[config.mk]
export PLATFORM = sky130hd
export DESIGN_NAME = pio_stream_bridge
export DESIGN_NICKNAME = d
export VERILOG_FILES = /design/src/rtl/pio_stream_bridge.sv
export SDC_FILE = /design/constraint.sdc
export NUM_CORES = 1
export LEC_CHECK = 0
export CAP_MARGIN = 20
export CORE_ASPECT_RATIO = 0.6
export CORE_MARGIN = 4
export CORE_UTILIZATION = 25
export CTS_BUF_LIST = sky130_fd_sc_hd__clkbuf_16
export DETAILED_ROUTE_END_ITERATION = 8
export SLEW_MARGIN = 20
export SYNTH_ARGS = -nofsm -noshare
export SYNTH_HDL_FRONTEND = slang
export SYNTH_SLANG_ARGS = --single-unit
[constraint.sdc]
create_clock -name clk_in_clk -period 3.8 [get_ports clk_in_clk]
set_input_delay 0.76 -clock clk_in_clk [delete_from_list [all_inputs] [get_ports clk_in_clk]]
set_output_delay 0.76 -clock clk_in_clk [all_outputs]
set_load 0.02 [all_outputs]
[src/rtl/pio_stream_bridge.sv]
// Bridges a NIOS PIO word/toggle write port onto a first-word-fall-through
// valid/ready stream, with CPU-visible status (ack, overflow, level, frames).
module pio_stream_bridge #(
  parameter int DEPTH = 16
) (
  input  logic        clk_in_clk,
  input  logic        reset_reset,
  input  logic [31:0] po_export,
  input  logic [31:0] po2_export,
  output logic [31:0] pi_export,
  output logic [31:0] m_data,
  output logic        m_last,
  output logic        m_valid,
  input  logic        m_ready
);

  localparam int AW = $clog2(DEPTH);
  localparam int LW = AW + 1;

  // Stream handshake: a word transfers at the rising edge where m_valid and
  // m_ready are both high; m_valid/m_data/m_last hold until that edge.
  logic [32:0]   mem [DEPTH];
  logic [AW-1:0] wptr, rptr;
  logic [LW-1:0] level;
  logic          tog_q, ack, overflow;
  logic [7:0]    frames;

  logic write_ev, clear, full, empty, push, drop, pop;
  logic [32:0] head;
  logic unused_po2;

  assign unused_po2 = ^po2_export[30:2];

  assign write_ev = po2_export[0] != tog_q;
  assign clear    = po2_export[31];
  assign full     = level == LW'(DEPTH);
  assign empty    = level == '0;
  // Full is taken from the registered level, so a same-cycle pop never frees room.
  assign push     = write_ev && !clear && !full;
  assign drop     = write_ev && !clear && full;
  assign pop      = m_valid && m_ready && !clear;
  assign head     = mem[rptr];

  assign m_valid = !empty;
  assign m_data  = m_valid ? head[31:0] : 32'h0;
  assign m_last  = m_valid ? head[32] : 1'b0;

  always_ff @(posedge clk_in_clk) begin
    if (push) mem[wptr] <= {po2_export[1], po_export};
  end

  always_ff @(posedge clk_in_clk or posedge reset_reset) begin
    if (reset_reset) begin
      tog_q     <= 1'b0;
      ack       <= 1'b0;
      overflow  <= 1'b0;
      wptr      <= '0;
      rptr      <= '0;
      level     <= '0;
      frames    <= 8'h0;
      pi_export <= 32'h0000_0008;
    end else begin
      // Status is sampled from the current registered state.
      pi_export <= {8'h0, frames, 8'(level), 4'h0, empty, full, overflow, ack};
      if (write_ev) begin
        tog_q <= po2_export[0];
        ack   <= !ack;
      end
      if (clear) begin
        wptr     <= '0;
        rptr     <= '0;
        level    <= '0;
        overflow <= 1'b0;
        frames   <= 8'h0;
      end else begin
        if (drop) overflow <= 1'b1;
        if (push) wptr <= wptr + 1'b1;
        if (pop) begin
          rptr <= rptr + 1'b1;
          if (head[32]) frames <= frames + 8'd1;
        end
        if (push && !pop)      level <= level + 1'b1;
        else if (pop && !push) level <= level - 1'b1;
      end
    end
  end

endmodule

# == Yosys cells after proc, flatten, opt, wreduce, memory -nomap -nowiden ==
# Memories as Yosys holds them, arrays and structs flattened.
# Cells that the tools add are included.
# classes
add_sub_neg,5
n_eq_ne,2
muxes,16
n_reduce_logical,20
# ops
op,count
32-bit two-way mux,1
8-bit two-way mux,3
4-bit two-way mux,4
5-bit two-way mux,3
"4-bit by 1-bit adder with 4-bit output, second input constant",2
"8-bit by 1-bit adder with 8-bit output, second input constant",1
2-bit nonzero test,4
1-bit logical AND,7
1-bit logical NOT,6
"5-bit by 1-bit adder with 5-bit output, second input constant",1
"5-bit == test, second input constant",1
5-bit logical NOT,1
1-bit two-way mux,5
"5-bit by 1-bit subtractor with 5-bit output, second input constant",1
3-bit nonzero test,1
2-bit AND reduction,1
1-bit inequality test,1
# word_totals
ff_bits,41
mem_bits_rw,528
output_inout_bits,66
mem_count,1
# mem_list
name,words,width,read_ports,rd_ports_with_merged_regs,write_ports,line,rtl
mem,16,33,1,0,1,22,logic [32:0] mem [DEPTH];

# == Longest topological paths before layout ==
# depth
word_depth,8
ltp_mapped,10
depth_no_buf,9

# == Least setup slack after synthesis ==
# Ideal clock, no wire load.
# synth_path
path_kind,input -> register
start,in po2_export[31]
end,mem mem[4][0] (enable)
setup_time_ns,0.423
arrival_ns,2.829
required_ns,3.377
setup_slack_ns,0.548
stages,5
cell_sequence,clkbuf_1 > clkbuf_1 > nor3_1 > nand2_1 > nor2_1
# synth_via
elab_chain_len,5
# synth_lines
item,line,rtl
start: declaration,9,"input logic [31:0] po2_export,"
1-bit logical NOT,39,assign push = write_ev && !clear && !full;
1-bit logical AND (2 in series),39,
1-bit two-way mux,49,"if (push) mem[wptr] <= {po2_export[1], po_export};"
1-bit two-way mux (not written as such),49,
end: declaration,22,
# Every way passes these cells.

# == Worst setup path after layout ==
# layout_path
start,reg rptr[0]
end,out m_data[25]
# layout_via
elab_chain_len,2
# layout_lines
item,line,rtl
start: declaration,23,"logic [AW-1:0] wptr, rptr;"
start signal: assignment,79,rptr <= rptr + 1'b1;
memory read 16 x 33 bit,n/a,
32-bit two-way mux,45,assign m_data = m_valid ? head[31:0] : 32'h0;
end: declaration,11,"output logic [31:0] m_data,"
# Every way passes these cells.

==> summary.txt <==
Routing
  – Post-route DRC: 0
  – DRT iter0 DRCs: about 870
  – Wirelength per Cell: roughly 22 microns
  – Vias: roughly 10k
  – Met1 WL: 23,400 microns
  – Drt via density: about 4.4
  – Highest Signal Layer: met5
  – Routed Antenna Nets: 0
  – DR pass1 iterations: 5
  – DR WL met2: between 20,000 and 25,000 microns
  – Final wirelength: ~51,000 microns
  – Met3 WL: slightly below 3000 microns

Floorplanning
  – Initial core utilization: roughly a quarter
  – Num ports: approximately 130
  – Die area: around 93,000 sq um
  – DIE HEIGHT: 238 microns
  – Die width: approximately 390 microns
  – Core area: a little under 90,000 sq um
  – Row count: between 80 and 90

GRT
  – Largest net degree at the start of global routing: 57
  – Antenna violations before repair: 2
  – GR Overflow Total: 0
  – Vias in the first global route: ~11k
  – First-pass GRT wire length: roughly 75,000 microns
  – GRT Total Usage: a little over a tenth

Final layout
  – FILL cells: 8,382
  – Commonest non-fill, non-tap cell in the layout: edfxtp_1
  – Most frequent cells in the layout: edfxtp_1 (528), mux4_2 (160), clkbuf_16 (55), clkdlybuf4s50_1 (55), buf_4 (46)
  – Post-layout util: slightly above 30%
  – Layout area overhead: 21.6%
  – Antenna cell count: 0
  – Final net count: approximately 1.2k
  – Post-layout instance area: between 20,000 and 30,000 sq um
  – Fraction of layout cells with a size suffix above 1: 30.7%

Yosys
  – Synthesis Warnings: 0
  – Post-synth EDFFs: 528
  – Cell count after synthesis: between 900 and 1k
  – FF+latch count, synth: around 570
  – Yosys cell types: 42
  – Post-synth top flop: edfxtp_1
  – Mapped Area: roughly 22,000 sq um
  – Post-synthesis sequential area ratio: roughly three quarters
  – Ys async rst share: about 7.2%
  – Mean Syn Cell Area: approximately 22 sq um

Job
  – Max_cap viols: 0

Setup path
  – Crit-path max FO: 11
  – Critical Path Sink Type: output pin
  – Crit path launch type: flop
  – Data arrival, critical path: ~3 ns
  – Crit Path Class: reg -> out
  – Worst EP required: 3.04 ns

Placement
  – Dpl hpwl: around 29,000 microns
  – IO Port Bufs: 88
  – Placer Congestion: ~0.73
  – Cell area after placement: approximately 25,000 sq um

STA
  – Tcrit/Tclk final: between 90% and 100%
  – Hold Vio Cnt, Final: 0
  – Setup violations, final: 0
  – Fin crit period: roughly 3.7 ns
  – Slew @ Worst Pin: slightly above 0.7 ns
  – Max-slew violation count: 0
  – Max Clk Rate: between 200 and 300 MHz
  – Unrepaired setup endpoints after global routing: true
  – Max transition margin: between 50% and 60%
  – Setup Skew: between 0.03 and 0.04 ns

Clock tree
  – Clock-pin transition on the worst setup and hold timing paths: around 0.06 ns
  – Clock Sinks: ~570
  – TritonCTS clock tree: done
  – Worst skew pair latency: ~0.62 ns
  – Root Driver: clkbuf_16
  – Maximum root-to-sink buffer count: 3
  – H-tree depth: 2
  – Clock buffer count from CTS: between 50 and 60

Outcome
  – Status: finished, final reports clean

Pwr
  – Leakage power: 8.47 nW
  – Power per standard cell area: just over 600 nW/um^2
  – Max VDD drop: 0.334 mV

Hold path
  – Worst hold path type: reg -> reg
[cell families (layout without fill, tap and decap cells)]
| family | after synthesis | in the layout | share of synthesized area (%) |
|---|---|---|---|
| AO/OA/AOI/OAI | 24 | 24 | 0.775 |
| XOR/XNOR | 12 | 12 | 0.475 |
| other | 1 | 15 | 0.0170 |
| multiplexers | 179 | 179 | 17.2 |
| flip-flops | 569 | 569 | 76.3 |
| adder cells (fa/ha/maj) | 11 | 11 | 0.656 |
| AND/OR/NAND/NOR | 120 | 120 | 2.87 |
| buffers and inverters | 74 | 272 | 1.70 |
[worst max-delay path, cell delays in order (launching register included)]
cell and delay (ns):
dfrtp_4 0.47, buf_6 0.18, bufbuf_16 0.32, mux4_2 0.50
mux4_2 0.44, nor2b_1 0.19, clkdlybuf4s15_2 0.29
[per-stage QoR]
step | setup TNS (ns) | hold slack, ns | total power, mW | worst slack [ns] | cells
final | 0 | 0.373 | 16.7 | 0.0523 | 2363
after global routing | -0.156 | 0.374 | 17.5 | -0.0668 | 2363
after CTS | -0.392 | 0.343 | 17.0 | -0.0595 | 2357
after detailed placement | 0 | 0.363 | 11.6 | 0.147 | 2248
after global placement | 0 | 0.372 | 11.5 | 0.167 | 2248
after floorplan | 0 | 0.354 | 9.88 | 0.548 | 1004
[cell type report]
class / instances / area [sq um] / area share (%)
Tap cell: 1161 / 1450 / 5.40
Inverter: 11 / 41.3 / 0.153
Multi-Input combinational cell: 361 / 5000 / 18.6
Clock inverter: 43 / 349 / 1.30
Timing Repair Buffer: 164 / 1820 / 6.75
Sequential cell: 569 / 16900 / 62.8
Clock buffer: 54 / 1350 / 5.02
[final timing paths]
kind,startpoint,endpoint,slack [ns],depth (start not counted)
max in group asynchronous,reset_reset,rptr[1]$_DFFE_PP0P_,2.68,3
min,overflow$_DFFE_PP0P_,pi_export[1]$_DFF_PP0_,0.37,0
min in group asynchronous,reset_reset,pi_export[21]$_DFF_PP0_,0.38,2
max,rptr[0]$_DFFE_PP0P_,m_data[25],0.05,6
max reg2reg,level[0]$_DFFE_PP0P_,level[4]$_DFFE_PP0P_,0.90,10
min reg2reg,overflow$_DFFE_PP0P_,pi_export[1]$_DFF_PP0_,0.37,0
[what timing repair did]
| item | CTS | global route |
|---|---|---|
| resized for setup | 87 | 21 |
| hold buffers | 0 | 0 |
| setup endpoints to repair | 33 | 24 |
| pin swaps | 1 | 0 |
| gates cloned | 3 | 1 |
| buffers inserted | 9 | 5 |
[cells in the mapped netlist, types with 2 or more instances]
library cell	instances	area (sq um)
ha_1	10	125
inv_1	11	41.3
mux4_2	160	3600
and2_1	10	62.6
nand2b_1	2	12.5
mux2_1	2	22.5
dfrtp_1	40	1000
a211oi_1	4	30.0
edfxtp_1	528	15900
nor2b_1	41	257
buf_2	15	75.1
nor4_1	2	12.5
nor2_1	34	128
nand4_1	3	18.8
a22oi_1	4	30.0
a21o_1	2	15.0
buf_1	10	37.5
buf_4	17	128
nand3_1	8	40.0
buf_6	2	22.5
nor3_1	3	15.0
xnor2_1	6	52.6
o22ai_1	2	12.5
clkbuf_1	19	71.3
mux2_2	6	67.6
xor2_1	6	52.6
mux2i_1	11	110
a21oi_1	8	40.0
nand2_1	11	41.3
[per-layer routing]
metal | vias to the layer above | GRT usage, %
met5 | - | 0
met4 | 4 | 2.14
met3 | 58 | 2.21
met2 | 291 | 17.2
met1 | 5616 | 15.9
li1 | 4400 | -
[registers in the layout, summed over array words and instances, names as in the netlist, 4 cells and up]
register / count
rptr: 4
wptr: 4
pi_export: 17
level: 5
frames: 8
mem: 528
[power breakdown]
part | internal [mW] | switching (mW) | leakage, nW | total, mW
clock network | 2.92 | 2.31 | 0.881 | 5.23
logic | 2.16 | 2.15 | 2.29 | 4.31
registers | 7.04 | 0.109 | 5.30 | 7.15
Power figures use the tool's default switching activity.
==> variant: new RTL, config.mk and constraints unchanged <==
`DEPTH`: 16 -> 64.
--- a/src/rtl/pio_stream_bridge.sv
+++ b/src/rtl/pio_stream_bridge.sv
@@ -1,7 +1,7 @@
 // Bridges a NIOS PIO word/toggle write port onto a first-word-fall-through
 // valid/ready stream, with CPU-visible status (ack, overflow, level, frames).
 module pio_stream_bridge #(
-  parameter int DEPTH = 16
+  parameter int DEPTH = 64
 ) (
   input  logic        clk_in_clk,
   input  logic        reset_reset,
Function: no difference found for any inputs over 4 cycles, from zero or initial values and one cycle with reset_reset high; that may be too few to reach the edited logic, so the function may still have changed.
==> variant against the original RTL <==
The flow now finishes with violations (setup timing). Die area rose to 3.6 times the old value. Area after synthesis increased to 3.7 times the old value. Setup slack worse by 980 ps. Final area rose to 3.7 times the old value. Wire length rose to 4.6 times the old value. Total power rose to 3.4 times the old value. Cell count rose to 3.6 times the old value. Via count rose to 3.9 times the old value. Sequential cell count up 1592. Largest cell class unchanged.
==> variant: results (changes against the original RTL) <==
WL per Instance=28.0 µm (+29%); # setup viols final=33 (+33); clk_lat worst skew=830 ps (+210 ps); combinational share of power=0.219 (-0.039); Initial DRC Count=6055 (+590%); placed insts=8006 (+260%); XOR/XNOR share of the synthesized area=0.00169 (-0.00306); Place WS=-393 ps (-539 ps); worst-margin pin slew=1090 ps (+370 ps); setup ws final=-929 ps (-981 ps); clk_buf instances=185 (+240%); Num CTS Buffers=183 (+250%); largest registers=mem: 2112 flops, pi_export: 19 flops, frames: 8 flops; Post-synth EDFFs=2112 (+300%); global-route wire length before repair=324000 µm (+330%); total number of vias=40400 (+290%); violated checks=setup timing; Avg Inst Size Synth=24.4 µm² (+9.3%); Reg area=64700 µm² (+280%); H-tree depth=4 (+2); multi-input gate share of the layout cell area=0.179 (-0.00697); Total Routing Usage GR=0.135 (+0.0261); Worst Clk Skew=63.1 ps (+29.9 ps); ys async rst share=0.0227 (-0.0494); largest net degree at the start of global routing=65 (+14%); post-synthesis sequential area ratio=0.781 (+0.0177); placed cell areas=92900 µm² (+270%); outcome=finished with violations; Longest Clk Path Bufs=4 (+1); ANT cells=10 (+10)
-- variant: changes by cell type after synthesis, sizes merged, moves of 8 or more --
cell,unedited run,this run
edfxtp,528,2112
mux4,160,663
buf,44,130
nor2,34,94
clkbuf,19,64
nand2,11,47
mux2i,11,35
nor2b,41,18
a211oi,4,26
and3,1,12
dfrtp,40,48
-- variant: worst paths after layout --
path	end	startpoint	cells after the start	slack (ps)
setup / recovery	m_data[23]	rptr[0]	8	-930
hold / removal	wptr[4]	reset_reset	2	360
setup reg to reg	frames[7]	rptr[0]	15	240
hold reg to reg	pi_export[1]	overflow	0	390
max in group asynchronous	wptr[0]	reset_reset	3	2630
min in group clk_in_clk	mem[22][14]	po_export[14]	1	370
-- variant: routing by layer --
metal  vias to the layer above  wire, µm  GRT usage
li1                      15700         -          -
met1                     22200    103000      0.203
met2                      2270     98400      0.188
met3                       299     30000     0.0477
met4                         6      5100     0.0274
met5                         -        36          0
